**src/rtl/two_phase_clock_gen.sv**
```systemverilog
// -----------------------------------------------------------------------------
// two_phase_clock_gen
//
// Purpose:
//   Derives a non-overlapping two-phase clock pair (Phi1/_Phi1, Phi2/_Phi2)
//   from a single master clock. The pairs drive the Clk/_Clk transmission-gate
//   inputs of master-slave latches. A five-state machine and a phase counter
//   produce the waveform:
//
//       P1 (PH_CYCLES) -> G1 (GAP_CYCLES) -> P2 (PH_CYCLES) -> G2 (GAP_CYCLES)
//
//   This gives a period of 2*(PH_CYCLES+GAP_CYCLES) master cycles. Enable is
//   only checked when G2 ends. A stop request therefore always lets the
//   current period finish, and no phase is ever cut short.
//
//   State table:
//       state | meaning
//       IDLE  | stopped, both phases low
//       P1    | Phi1 high
//       G1    | dead time after Phi1, both phases low
//       P2    | Phi2 high
//       G2    | dead time after Phi2, both low; restart or stop decided here
//
// Ports:
//   Clk     in   master clock, rising-edge active
//   Reset   in   asynchronous, active-high reset
//   Enable  in   run request, sampled on rising Clk
//   Phi1    out  phase-1 clock
//   _Phi1   out  exact complement of Phi1
//   Phi2    out  phase-2 clock
//   _Phi2   out  exact complement of Phi2
//   Edge1   out  one-cycle pulse in the first cycle of every Phi1 high
//   Running out  high whenever the state machine is not in IDLE
// -----------------------------------------------------------------------------
module two_phase_clock_gen #(
    parameter int PH_CYCLES  = 4,
    parameter int GAP_CYCLES = 1,
    parameter int CNT_W      = 8
) (
    input  logic Clk,
    input  logic Reset,
    input  logic Enable,
    output logic Phi1,
    output logic _Phi1,
    output logic Phi2,
    output logic _Phi2,
    output logic Edge1,
    output logic Running
);

    // -------------------------------------------------------------------------
    // Elaboration-time parameter checks
    // -------------------------------------------------------------------------
    if (PH_CYCLES < 1) begin : g_bad_ph
        $error("two_phase_clock_gen: PH_CYCLES must be >= 1");
    end
    if (GAP_CYCLES < 1) begin : g_bad_gap
        $error("two_phase_clock_gen: GAP_CYCLES must be >= 1");
    end
    if (CNT_W < 1) begin : g_bad_cnt_w
        $error("two_phase_clock_gen: CNT_W must be >= 1");
    end
    if ((longint'(PH_CYCLES) - 1) >= (longint'(1) << CNT_W)) begin : g_ph_too_wide
        $error("two_phase_clock_gen: CNT_W too small for PH_CYCLES");
    end
    if ((longint'(GAP_CYCLES) - 1) >= (longint'(1) << CNT_W)) begin : g_gap_too_wide
        $error("two_phase_clock_gen: CNT_W too small for GAP_CYCLES");
    end

    // Terminal counts: a state ends in the cycle where cnt reaches these values.
    localparam logic [CNT_W-1:0] PH_LAST  = CNT_W'(PH_CYCLES - 1);
    localparam logic [CNT_W-1:0] GAP_LAST = CNT_W'(GAP_CYCLES - 1);

    typedef enum logic [2:0] {
        IDLE = 3'd0,
        P1   = 3'd1,
        G1   = 3'd2,
        P2   = 3'd3,
        G2   = 3'd4
    } state_t;

    state_t           state;
    state_t           state_next;
    logic [CNT_W-1:0] cnt;
    logic [CNT_W-1:0] cnt_next;

    logic             phi1_d;
    logic             phi2_d;
    logic             edge1_d;
    logic             running_d;

    // -------------------------------------------------------------------------
    // State, counter and output registers
    // -------------------------------------------------------------------------
    always_ff @(posedge Clk or posedge Reset) begin
        if (Reset) begin
            state   <= IDLE;
            cnt     <= '0;
            Phi1    <= 1'b0;
            _Phi1   <= 1'b1;
            Phi2    <= 1'b0;
            _Phi2   <= 1'b1;
            Edge1   <= 1'b0;
            Running <= 1'b0;
        end else begin
            state   <= state_next;
            cnt     <= cnt_next;
            // The complements come from the same decoded bit, so each pair
            // switches on the same edge and is never equal.
            Phi1    <= phi1_d;
            _Phi1   <= ~phi1_d;
            Phi2    <= phi2_d;
            _Phi2   <= ~phi2_d;
            Edge1   <= edge1_d;
            Running <= running_d;
        end
    end

    // -------------------------------------------------------------------------
    // Next-state and counter logic
    // -------------------------------------------------------------------------
    always_comb begin
        state_next = state;
        unique case (state)
            IDLE: begin
                if (Enable) begin
                    state_next = P1;
                end
            end
            P1: begin
                if (cnt == PH_LAST) begin
                    state_next = G1;
                end
            end
            G1: begin
                if (cnt == GAP_LAST) begin
                    state_next = P2;
                end
            end
            P2: begin
                if (cnt == PH_LAST) begin
                    state_next = G2;
                end
            end
            G2: begin
                // This is the only place Enable is checked while running.
                // Any deassert or glitch earlier in the period has no effect.
                if (cnt == GAP_LAST) begin
                    state_next = Enable ? P1 : IDLE;
                end
            end
            default: begin
                state_next = IDLE;
            end
        endcase
    end

    // Every exit from a running state is a change of state, so the counter
    // is cleared on each entry and never wraps inside a state. In IDLE it is
    // held at zero.
    always_comb begin
        cnt_next = cnt + CNT_W'(1);
        if ((state_next != state) || (state_next == IDLE)) begin
            cnt_next = '0;
        end
    end

    // -------------------------------------------------------------------------
    // Output decode from the next state. The outputs are registered, so they
    // change on the same edge as the state they describe.
    // -------------------------------------------------------------------------
    always_comb begin
        phi1_d    = 1'b0;
        phi2_d    = 1'b0;
        edge1_d   = 1'b0;
        running_d = 1'b0;
        unique case (state_next)
            IDLE: begin
                running_d = 1'b0;
            end
            P1: begin
                phi1_d    = 1'b1;
                running_d = 1'b1;
                // Pulse only on entry into P1, not for every cycle of it.
                edge1_d   = (state != P1);
            end
            G1: begin
                running_d = 1'b1;
            end
            P2: begin
                phi2_d    = 1'b1;
                running_d = 1'b1;
            end
            G2: begin
                running_d = 1'b1;
            end
            default: begin
                running_d = 1'b0;
            end
        endcase
    end

endmodule

```
**config.mk**
```make
export PLATFORM = sky130hd
export DESIGN_NAME = two_phase_clock_gen
export DESIGN_NICKNAME = d
export VERILOG_FILES = /design/src/rtl/two_phase_clock_gen.sv
export SDC_FILE = /design/constraint.sdc
export NUM_CORES = 1
export LEC_CHECK = 0
export CAP_MARGIN = 20
export CORE_MARGIN = 2
export CORE_UTILIZATION = 53
export CTS_CLUSTER_SIZE = 28
export DETAILED_ROUTE_END_ITERATION = 8
export GPL_TIMING_DRIVEN = 0
export PLACE_DENSITY = 0.75
export SYNTH_ARGS = -nofsm -noshare
export SYNTH_HDL_FRONTEND = slang
export SYNTH_SLANG_ARGS = --single-unit
```
**constraint.sdc**
```tcl
create_clock -name Clk -period 2.2 [get_ports Clk]
set_input_delay 0.22 -clock Clk [delete_from_list [all_inputs] [get_ports Clk]]
set_output_delay 0.22 -clock Clk [all_outputs]
set_load 0.05 [all_outputs]
```
==> qor.yml <==
place:
  gp_congestion: 0.773
  numPortBuffers: 8
  hpwlAfterDp_um: 1110
  detailed_place.area_um2: 970
critical_path:
  cp_delay_by_family_top: "compound AO/OA/AOI/OAI gates"
  bufs_and_invs_on_worst_path: 1
  timing.critical_path.slowest_stage_cell: "or3b_2"
  worst_path_arrival_time_ns: 1.99
  setup_slack_of_the_worst_register_to_register_path_ns: 0.34
  critical_path_peak_fanout: 8
  timing.rr.start: "cnt[0]"
  crit_path_start_kind: "register"
  crit_path_end: "cnt[6]"
  rr_worst_depth: 5
  max_stage_delay_ns: 0.52
  rr_endpoint: "cnt[6]"
  worst-endpoint-required_ns: 2.34
  crit_path_cell_trace: "inv_1 > ha_1 > or3b_2 > o211ai_2 > a22oi_1"
  cp_num_cells: 5
  crit_start: "cnt[0]"
  crit_path_end_kind: "register"
  path_class: "reg2reg"
synth:
  ys_types: 36
  synth_warnings: 0
  post_synth.cell_area_avg_um2: 10.2
  yosys_register_bits: 17
  post_synth_instance_area_um2: 870
  synth-async-reset-ratio_pct: 100
  number_of_synthesized_flops_with_an_enable_pin: 0
  ys_dominant_reg_cell: "dfrtp_1"
  synth_fp_nets: 90
  ys_seq_area_share_pct: 49.2
  number_of_standard_cells_after_synthesis: 85
timing:
  finalClockSkew_ns: 0.00458
  setup_tns_ns: 0
  layout_min_cycle_time_ns: 1.86
  clock.fmax_mhz: 538
  timing.final.max_slew_violations: 0
  timing.slew.headroom_pct: 57.7
  timing_worst_slew_pin_value_ns: 0.635
  final-setup-viol-count: 0
  layout_worst_path_cycle_share_pct: 84.5
  timing_hold_violations_final: 0
  rsz_0062_raised_after_global_routing: "false"
clocking:
  cts_hold_buffers: 0
  cts-buffers-inserted: 3
  clock_sinks: 17
  cts.htree.levels: 1
  post_cts_buffers: 0
  cts_root_buf: "clkbuf_4"
  cts.reportedPaths.clkPinSlew_ns: 0.09
  cts-root-to-sink-buffers: 2
  cts_tree: "done"
  post_cts.resized_instances: 0
  insertion_delay_ns: 0.28
power:
  post-layout-total-power_mw: 1.32
  power.clock.fraction_pct: 12.0
  leakage_nw: 0.426
  p_per_area_nw_per_um2: 1320
  switching_share_pct: 44.2
  vdd_ir_drop_max_mv: 0.735
  p_comb_share_pct: 52.0
  p_switching_mw: 0.583
  internal_power_mw: 0.736
  sequentialPowerShare_pct: 36.0
finish:
  layout.area.seq_um2: 428
  multi_input_area_um2: 395
  finalNetCount: 103
  final_layout_size_suffix_gt1_share_pct: 10.3
  nFillCells: 124
  synthToLayoutAreaGrowth_pct: 14.5
  num_antenna_cells: 0
  final_design_area_no_fill_um2: 996
grt:
  overflow: 0
  antenna_found_initial: 0
  grt_first_pass_wirelength_um: 2450
  global_route.usage.total_pct: 17.2
  grt_start_max_net_pins: 18
  via_count_of_the_first_global_routing_pass: 556
flow_run:
  max_cap_violations: 0
floorplanning:
  core-area_um2: 1520
  floorplan.die.height_um: 44.5
  width_of_the_chip_um: 44.5
  pin_count: 9
  design.die.area_um2: 1980
  fp-row-count: 14
  initial_utilization_pct: 57.1
routing:
  vias: 664
  final_antenna_net_count: 0
  routed_wirelength_um: 1590
  wire_per_inst_um: 14.0
  mean_number_of_vias_per_cell: 5.88
  drt_initial_violations: 17
  detail_route.first_pass.iterations: 4
  detail_route.drc_violations: 0
min_path:
  worst_hold_path_type: "in2async"
status:
  run_status: "complete, no violations"
## cell usage after synthesis (all sizes together), types with 3 or more instances
library cell / count / area share [%]
nand3: 4 / 2.3
inv: 7 / 3.0
dfrtp: 15 / 43
xor2: 3 / 3.0
a21oi: 5 / 2.9
o21ai: 6 / 3.5
or3: 5 / 3.6
a22oi: 4 / 3.5
clkbuf: 4 / 1.7
nor2: 3 / 1.3
## kinds of logic (layout without fill, tap and decap cells)
group / count (synthesis) / after routing / synth area share, %
AOI/OAI and AO/OA: 26 / 26 / 21.0
xor gates and xnor gates: 4 / 4 / 4.03
DFF: 17 / 17 / 49.2
buffers and inverters: 12 / 24 / 5.32
and+or+nand+nor: 24 / 24 / 17.6
adders and majority gates: 2 / 2 / 2.88
## layer usage
| layer | global-route usage, % | vias to the layer above | part of all wire (%) |
|---|---|---|---|
| met3 | 2.45 | 2 | 4.9 |
| li1 | - | 339 | - |
| met2 | 23.8 | 19 | 44 |
| met5 | 0 | - | 0 |
| met4 | 10.9 | 0 | 0.95 |
| met1 | 25.0 | 304 | 50 |
## power by group through the flow
stage	Sequential, mW	Clock [mW]	Combinational, mW
global route	0.484	0.179	0.739
CTS	0.475	0.168	0.686
global placement	0.478	0	0.671
finish	0.475	0.159	0.685
floorplan	0.627	0	0.361
detailed placement	0.482	0	0.683
## worst min path at each step
stage / from / end / slack, ns / cells past startpoint
after floorplan: Reset / Edge1 / 0.14 / 1
after global placement: cnt[0] / cnt[0] / 0.52 / 1
after detailed placement: cnt[0] / cnt[0] / 0.53 / 1
after CTS: Reset / state[2] / 0.32 / 2
after global routing: Reset / state[2] / 0.38 / 2
final: Reset / state[1] / 0.31 / 2
## cell usage in the layout (no fill, tap or decap), drive strengths merged, types with 3 or more instances in the layout
cell type / instances
clkbuf: 8
or3: 5
a22oi: 4
a21oi: 5
xor2: 3
inv: 7
nand3: 4
clkdlybuf4s50: 8
dfrtp: 15
o21ai: 6
nor2: 3
## area by class of cell
cell class	count	area share (%)
Multi-Input combinational cell	56	39.7
Sequential cell	17	43.0
Tap cell	16	2.01
Clock buffer	4	2.64
Inverter	7	2.64
Buffer	5	2.01
Timing Repair Buffer	8	8.04
## per-stage QoR
stage | hold slack (ns) | worst slack (ns) | util [%] | cells
after floorplan | 0.145 | 0.572 | - | 85
after global placement | 0.520 | 0.383 | 63.6 | 109
after detailed placement | 0.532 | 0.358 | 63.6 | 109
after CTS | 0.320 | 0.346 | 65.4 | 113
after global routing | 0.380 | 0.253 | 65.4 | 113
final | 0.314 | 0.342 | 65.4 | 113
## registers in the layout, indices dropped and copies added (netlist names)
register / count
state: 3
Phi2: 1
_Phi2: 1
_Phi1: 1
Running: 1
Phi1: 1
Edge1: 1
cnt: 8
Power figures use the tool's default switching activity.
==> edit 1: new RTL, same settings <==
Encoding of `state_t`: now one-hot (5 bits for 5 states).
--- a/src/rtl/two_phase_clock_gen.sv
+++ b/src/rtl/two_phase_clock_gen.sv
@@ -71,12 +71,12 @@
     localparam logic [CNT_W-1:0] PH_LAST  = CNT_W'(PH_CYCLES - 1);
     localparam logic [CNT_W-1:0] GAP_LAST = CNT_W'(GAP_CYCLES - 1);
 
-    typedef enum logic [2:0] {
-        IDLE = 3'd0,
-        P1   = 3'd1,
-        G1   = 3'd2,
-        P2   = 3'd3,
-        G2   = 3'd4
+    typedef enum logic [4:0] {
+        IDLE = 5'b00001,
+        P1   = 5'b00010,
+        G1   = 5'b00100,
+        P2   = 5'b01000,
+        G2   = 5'b10000
     } state_t;
 
     state_t           state;
Behaviour: no difference found for any inputs over 10 cycles, from zero or initial values and one cycle with Reset high; not proved beyond that.
==> edit 1 against the unedited design <==
Largest cell class is now multi-input combinational cells; critical path type is now register to output port; non-clock buffer count decreased by 3; first-iteration DRC count shrank 5.9%; wire length rose by 22%; setup slack better by 0.00099 ns; design area increased by 19%; largest power group unchanged; via count grew 16%; power shrank 7.5%; combinational power decreased by 18%; sequential cell count up 2; die area grew 18%; synthesized area is 20% higher.
==> edit 1: results (changes against the unedited design) <==
Power and ir drop:
- The maximum resistive drop on vdd is 0.000716 V (was 0.000735 V).
- The leakage power summed over all cells is 0.519 nW (was 0.426 nW).
- The internal power component was 704 µW (was 736 µW).

CTS:
- The clock latency of the later-clocked register in the worst-skew pair is 0.30 ns (was 0.28 ns).

Layout:
- The layout cell share with drive strength beyond 1 came to 14.4% (was 10.3%).
- Regs by FF count: cnt x8, state x5 (was cnt x8, state x3).
- The number of nets in the layout came to 117 (was 103).
- The antenna diode count is 0 (unchanged).
- The number of inserted filler cells in the final layout was 151 (was 124).

Timing:
- The worst-case headroom to the max-slew limit is 52.8% (was 57.7%).
- The setup-violating endpoint count in the final report is 0 (unchanged).
- The post-route worst hold slack is 0.315 ns (was 0.314 ns).
- The highest achievable clock rate came to 538 MHz (about the same).
- The final clock skew is 0.000790 ns (was 0.00458 ns).

Detailed routing:
- The number of iterations in the first detailed-routing pass is 4 (unchanged).
- The met2 wirelength from detailed routing is 900 µm (was 692 µm).
- The met1 layer wirelength in the final routing is 905 µm (was 800 µm).
- The initial DRC count is 16 (was 17).
- The average wire per standard cell is 14.0 µm (about the same).
- The total length of routed met3 wires was 81 µm (was 78 µm).

Place:
- The final weighted congestion in routability-driven placement is 0.855 (was 0.773).
- The half-perimeter wire length after placement is 1.41 mm (was 1.11 mm).
- The worst setup timing slack at the placement stage was 0.395 ns (was 0.358 ns).

Setup path:
- The largest stage delay on the critical path is 0.80 ns (was 0.52 ns).
- The category of cells accounting for the largest share of critical-path delay is buffers and inverters (was compound AO/OA/AOI/OAI gates).
- The data arrival time of the critical path came to 1.64 ns (was 1.99 ns).
- The largest fanout of any net on the critical path is 1 (was 8).
- The critical-path cell with the highest stage delay is sky130_fd_sc_hd__clkdlybuf4s50_1 (was sky130_fd_sc_hd__or3b_2).

Yosys:
- The number of nets produced by synthesis is 104 (was 90).
- Synth cell count leaders: sky130_fd_sc_hd__dfrtp_1, sky130_fd_sc_hd__nand3_1, sky130_fd_sc_hd__nor2_1, sky130_fd_sc_hd__xor2_1, sky130_fd_sc_hd__nor3_1 (was sky130_fd_sc_hd__dfrtp_1, sky130_fd_sc_hd__inv_1, sky130_fd_sc_hd__a21oi_1, sky130_fd_sc_hd__or3_1).
- The sequential element share of the synthesized area is 45.9% (was 49.2%).
- The number of library cell types mapped by synthesis came to 39 (was 36).
- Largest cells by area after synthesis: sky130_fd_sc_hd__dfrtp_1, sky130_fd_sc_hd__dfstp_2, sky130_fd_sc_hd__xor2_1, sky130_fd_sc_hd__nand3_1, sky130_fd_sc_hd__nor3_1 (was sky130_fd_sc_hd__dfrtp_1, sky130_fd_sc_hd__dfstp_2, sky130_fd_sc_hd__or3_1, sky130_fd_sc_hd__a22oi_1, sky130_fd_sc_hd__inv_1).

GRT:
- The via count of the first global-routing pass came to 740 (was 556).
- The maximum number of pins on one net before global-route repair is 20 (was 18).
- The wire length of the first global-routing pass is 3.37 mm (was 2.45 mm).
- The total track usage was 18.9% (was 17.2%).

Run status:
- Run status: finished, final reports clean (unchanged).
edit 1: power by group through the flow:
stage          registers, mW  logic, mW  clock network, mW
6_report               0.478      0.563              0.178
4_1_cts                0.477      0.567              0.188
5_1_grt                0.484      0.616              0.204
3_5_place_dp           0.483      0.566                  0
3_3_place_gp           0.481      0.555                  0
2_1_floorplan          0.585      0.320                  0
edit 1: final timing paths:
kind,from,endpoint,cells past startpoint
worst min register to register,cnt[0],cnt[0],3
worst min-delay path,Reset,Phi2,2
worst max-delay path,_Phi1,_Phi1,1
worst max register to register,cnt[0],cnt[2],5
min in group Clk,Enable,state[0],2
max in group asynchronous,Reset,state[4],2
edit 1: layout make-up:
cell class | instances | area, µm² | area share (%)
inverter | 5 | 18.8 | 1.58
buffer | 2 | 15.0 | 1.27
timing repair buffer | 8 | 80.1 | 6.75
sequential | 19 | 479 | 40.4
clock inverter | 1 | 5.00 | 0.422
multi-input combinational | 73 | 532 | 44.8
tap | 27 | 33.8 | 2.85
clock buffer | 3 | 22.5 | 1.90
edit 1: cell families after synthesis:
group / count (synthesis) / share of synthesized area, %
AOI/OAI and AO/OA: 19 / 16.2
xor gates and xnor gates: 7 / 5.87
adders and majority gates: 2 / 2.39
buffers and inverters: 7 / 3.23
DFF: 19 / 45.9
and+or+nand+nor: 45 / 26.5
edit 1: stage by stage:
stage / std cells / cell area [µm²]
CTS: 138 / 1190
finish: 138 / 1190
global placement: 134 / 1160
global route: 138 / 1190
floorplan: 99 / 1040
detailed placement: 134 / 1160
edit 1: routing by layer:
layer / up-vias / GRT usage (%)
met5: - / 0
met4: 0 / 10.5
met3: 7 / 2.78
met2: 25 / 30.1
met1: 355 / 24.8
li1: 385 / -
==> edit 2: new RTL, same settings <==
Made on the original files. Set the parameter `CNT_W` to 12 (it was 8).
--- a/src/rtl/two_phase_clock_gen.sv
+++ b/src/rtl/two_phase_clock_gen.sv
@@ -35,7 +35,7 @@
 module two_phase_clock_gen #(
     parameter int PH_CYCLES  = 4,
     parameter int GAP_CYCLES = 1,
-    parameter int CNT_W      = 8
+    parameter int CNT_W      = 12
 ) (
     input  logic Clk,
     input  logic Reset,
Formal check against the unedited RTL: same outputs for any inputs over 10 cycles, from zero or initial values and one cycle with Reset high; that may be too few to reach the edited logic, so the function may still have changed.
==> edit 2 against the unedited design <==
Wire length rose by 9.8%; die area rose by 15%; synthesized area rose by 16%; largest cell class unchanged; power rose by 8.4%; largest power group unchanged; setup slack improved by 0.0040 ns; count of clock-buffer cells in the layout fell by 1; sequential cell count rose by 4; design area rose by 15%; via count rose by 4.7%.
==> edit 2: results (changes against the unedited design) <==
Setup path:
- The critical-path cell with the highest stage delay is sky130_fd_sc_hd__clkdlybuf4s50_1 (was sky130_fd_sc_hd__or3b_2).
- The data arrival time of the critical path is 1.63 ns (was 1.99 ns).
- The largest fanout of any net on the critical path is 1 (was 8).
- The largest stage delay on the critical path came to 0.79 ns (was 0.52 ns).
- The category of cells accounting for the largest share of critical-path delay is buffers and inverters (was compound AO/OA/AOI/OAI gates).

Yosys:
- Synth cell count leaders: sky130_fd_sc_hd__dfrtp_1, sky130_fd_sc_hd__nor2_1, sky130_fd_sc_hd__inv_1, sky130_fd_sc_hd__nand3_1, sky130_fd_sc_hd__xnor2_1 (was sky130_fd_sc_hd__dfrtp_1, sky130_fd_sc_hd__inv_1, sky130_fd_sc_hd__a21oi_1, sky130_fd_sc_hd__or3_1).
- The number of library cell types mapped by synthesis is 31 (was 36).
- Largest cells by area after synthesis: sky130_fd_sc_hd__dfrtp_1, sky130_fd_sc_hd__nor2_1, sky130_fd_sc_hd__dfstp_2, sky130_fd_sc_hd__xnor2_1, sky130_fd_sc_hd__xor2_1 (was sky130_fd_sc_hd__dfrtp_1, sky130_fd_sc_hd__dfstp_2, sky130_fd_sc_hd__or3_1, sky130_fd_sc_hd__a22oi_1, sky130_fd_sc_hd__inv_1).
- The sequential element share of the synthesized area was 52.2% (was 49.2%).
- The number of nets produced by synthesis came to 102 (was 90).

Layout:
- The number of nets in the layout is 115 (was 103).
- Regs by FF count: cnt x12, state x3 (was cnt x8, state x3).
- The layout cell share with drive strength beyond 1 is 13.8% (was 10.3%).
- The flip-flop count of the largest register after layout is 12 (was 8).

Timing:
- The final clock skew is 0.00887 ns (was 0.00458 ns).

Detailed routing:
- The number of iterations in the first detailed-routing pass is 5 (was 4).
- The wire length reported by the detailed router is 1.74 mm (was 1.59 mm).
- The total length of routed met3 wires is 58 µm (was 78 µm).
- The number of vias per cell after detailed routing came to 5.19 (was 5.88).
- The met1 layer wirelength in the final routing is 874 µm (was 800 µm).
- The met2 wirelength from detailed routing is 761 µm (was 692 µm).
- The via count of the routed design is 695 (was 664).

GRT:
- The wire length of the first global-routing pass is 2.99 mm (was 2.45 mm).
- The via count of the first global-routing pass was 674 (was 556).
- The total track usage is 19.2% (was 17.2%).

Power and ir drop:
- The fraction of power spent switching nets is 43.5% (was 44.2%).
- The leakage power summed over all cells is 0.511 nW (was 0.426 nW).
- The maximum resistive drop on vdd came to 0.000800 V (was 0.000735 V).

Place:
- The number of placed instances with taps included is 130 (was 109).
- The half-perimeter wire length after placement is 1.23 mm (was 1.11 mm).
- The final weighted congestion in routability-driven placement is 0.789 (was 0.773).

CTS:
- The clock input transition at the sequential cells of the worst setup and hold paths came to 0.12 ns (was 0.09 ns).

Run status:
- Run status: finished, final reports clean (unchanged).

Floorplan:
- The core area came to 1760 µm² (was 1520 µm²).
## edit 2: worst paths after layout
path	from	end	slack, ns
worst max-delay path	_Phi1	_Phi1	0.35
worst min-delay path	Reset	cnt[7]	0.33
worst max register to register	cnt[4]	cnt[2]	0.42
worst min register to register	cnt[0]	cnt[0]	0.48
max in group asynchronous	Reset	state[1]	1.39
min in group Clk	cnt[0]	cnt[0]	0.48
## edit 2: power by group through the flow
stage | registers, mW | clock network (mW) | logic, mW
2_1_floorplan | 0.721 | 0 | 0.344
3_3_place_gp | 0.567 | 0 | 0.654
3_5_place_dp | 0.572 | 0 | 0.673
4_1_cts | 0.564 | 0.192 | 0.678
5_1_grt | 0.582 | 0.207 | 0.745
6_report | 0.564 | 0.189 | 0.677
## edit 2: layout make-up
cell class | instances | area, µm²
Clock buffer | 3 | 22.5
Fill cell | 149 | 614
Clock inverter | 1 | 5.00
Multi-Input combinational cell | 67 | 440
Sequential cell | 21 | 528
Buffer | 3 | 20.0
Tap cell | 25 | 31.3
Inverter | 6 | 22.5
Timing Repair Buffer | 8 | 80.1
## edit 2: cell families after synthesis
kind of cell    share of synthesized area (%)
buf+inv                                  4.21
xor+xnor                                 9.53
flops                                    52.2
simple gates                             22.5
compound gates                           6.93
mux                                      2.10
fa+ha+maj                                2.47
## edit 2: metrics by stage
stage	setup WS (ns)	utilization, %	power (mW)	cell area, µm²
after detailed placement	0.442	63.6	1.25	1120
after floorplan	0.661	-	1.07	1010
after global routing	0.301	65.2	1.53	1150
after CTS	0.340	65.2	1.43	1150
final	0.346	65.2	1.43	1150
after global placement	0.465	63.6	1.22	1120
## edit 2: metal layers
layer / global-route usage (%) / vias to the layer above
met5: 0 / -
met4: 12.4 / 0
met3: 3.77 / 5
met2: 26.8 / 13
met1: 27.3 / 327
li1: - / 350
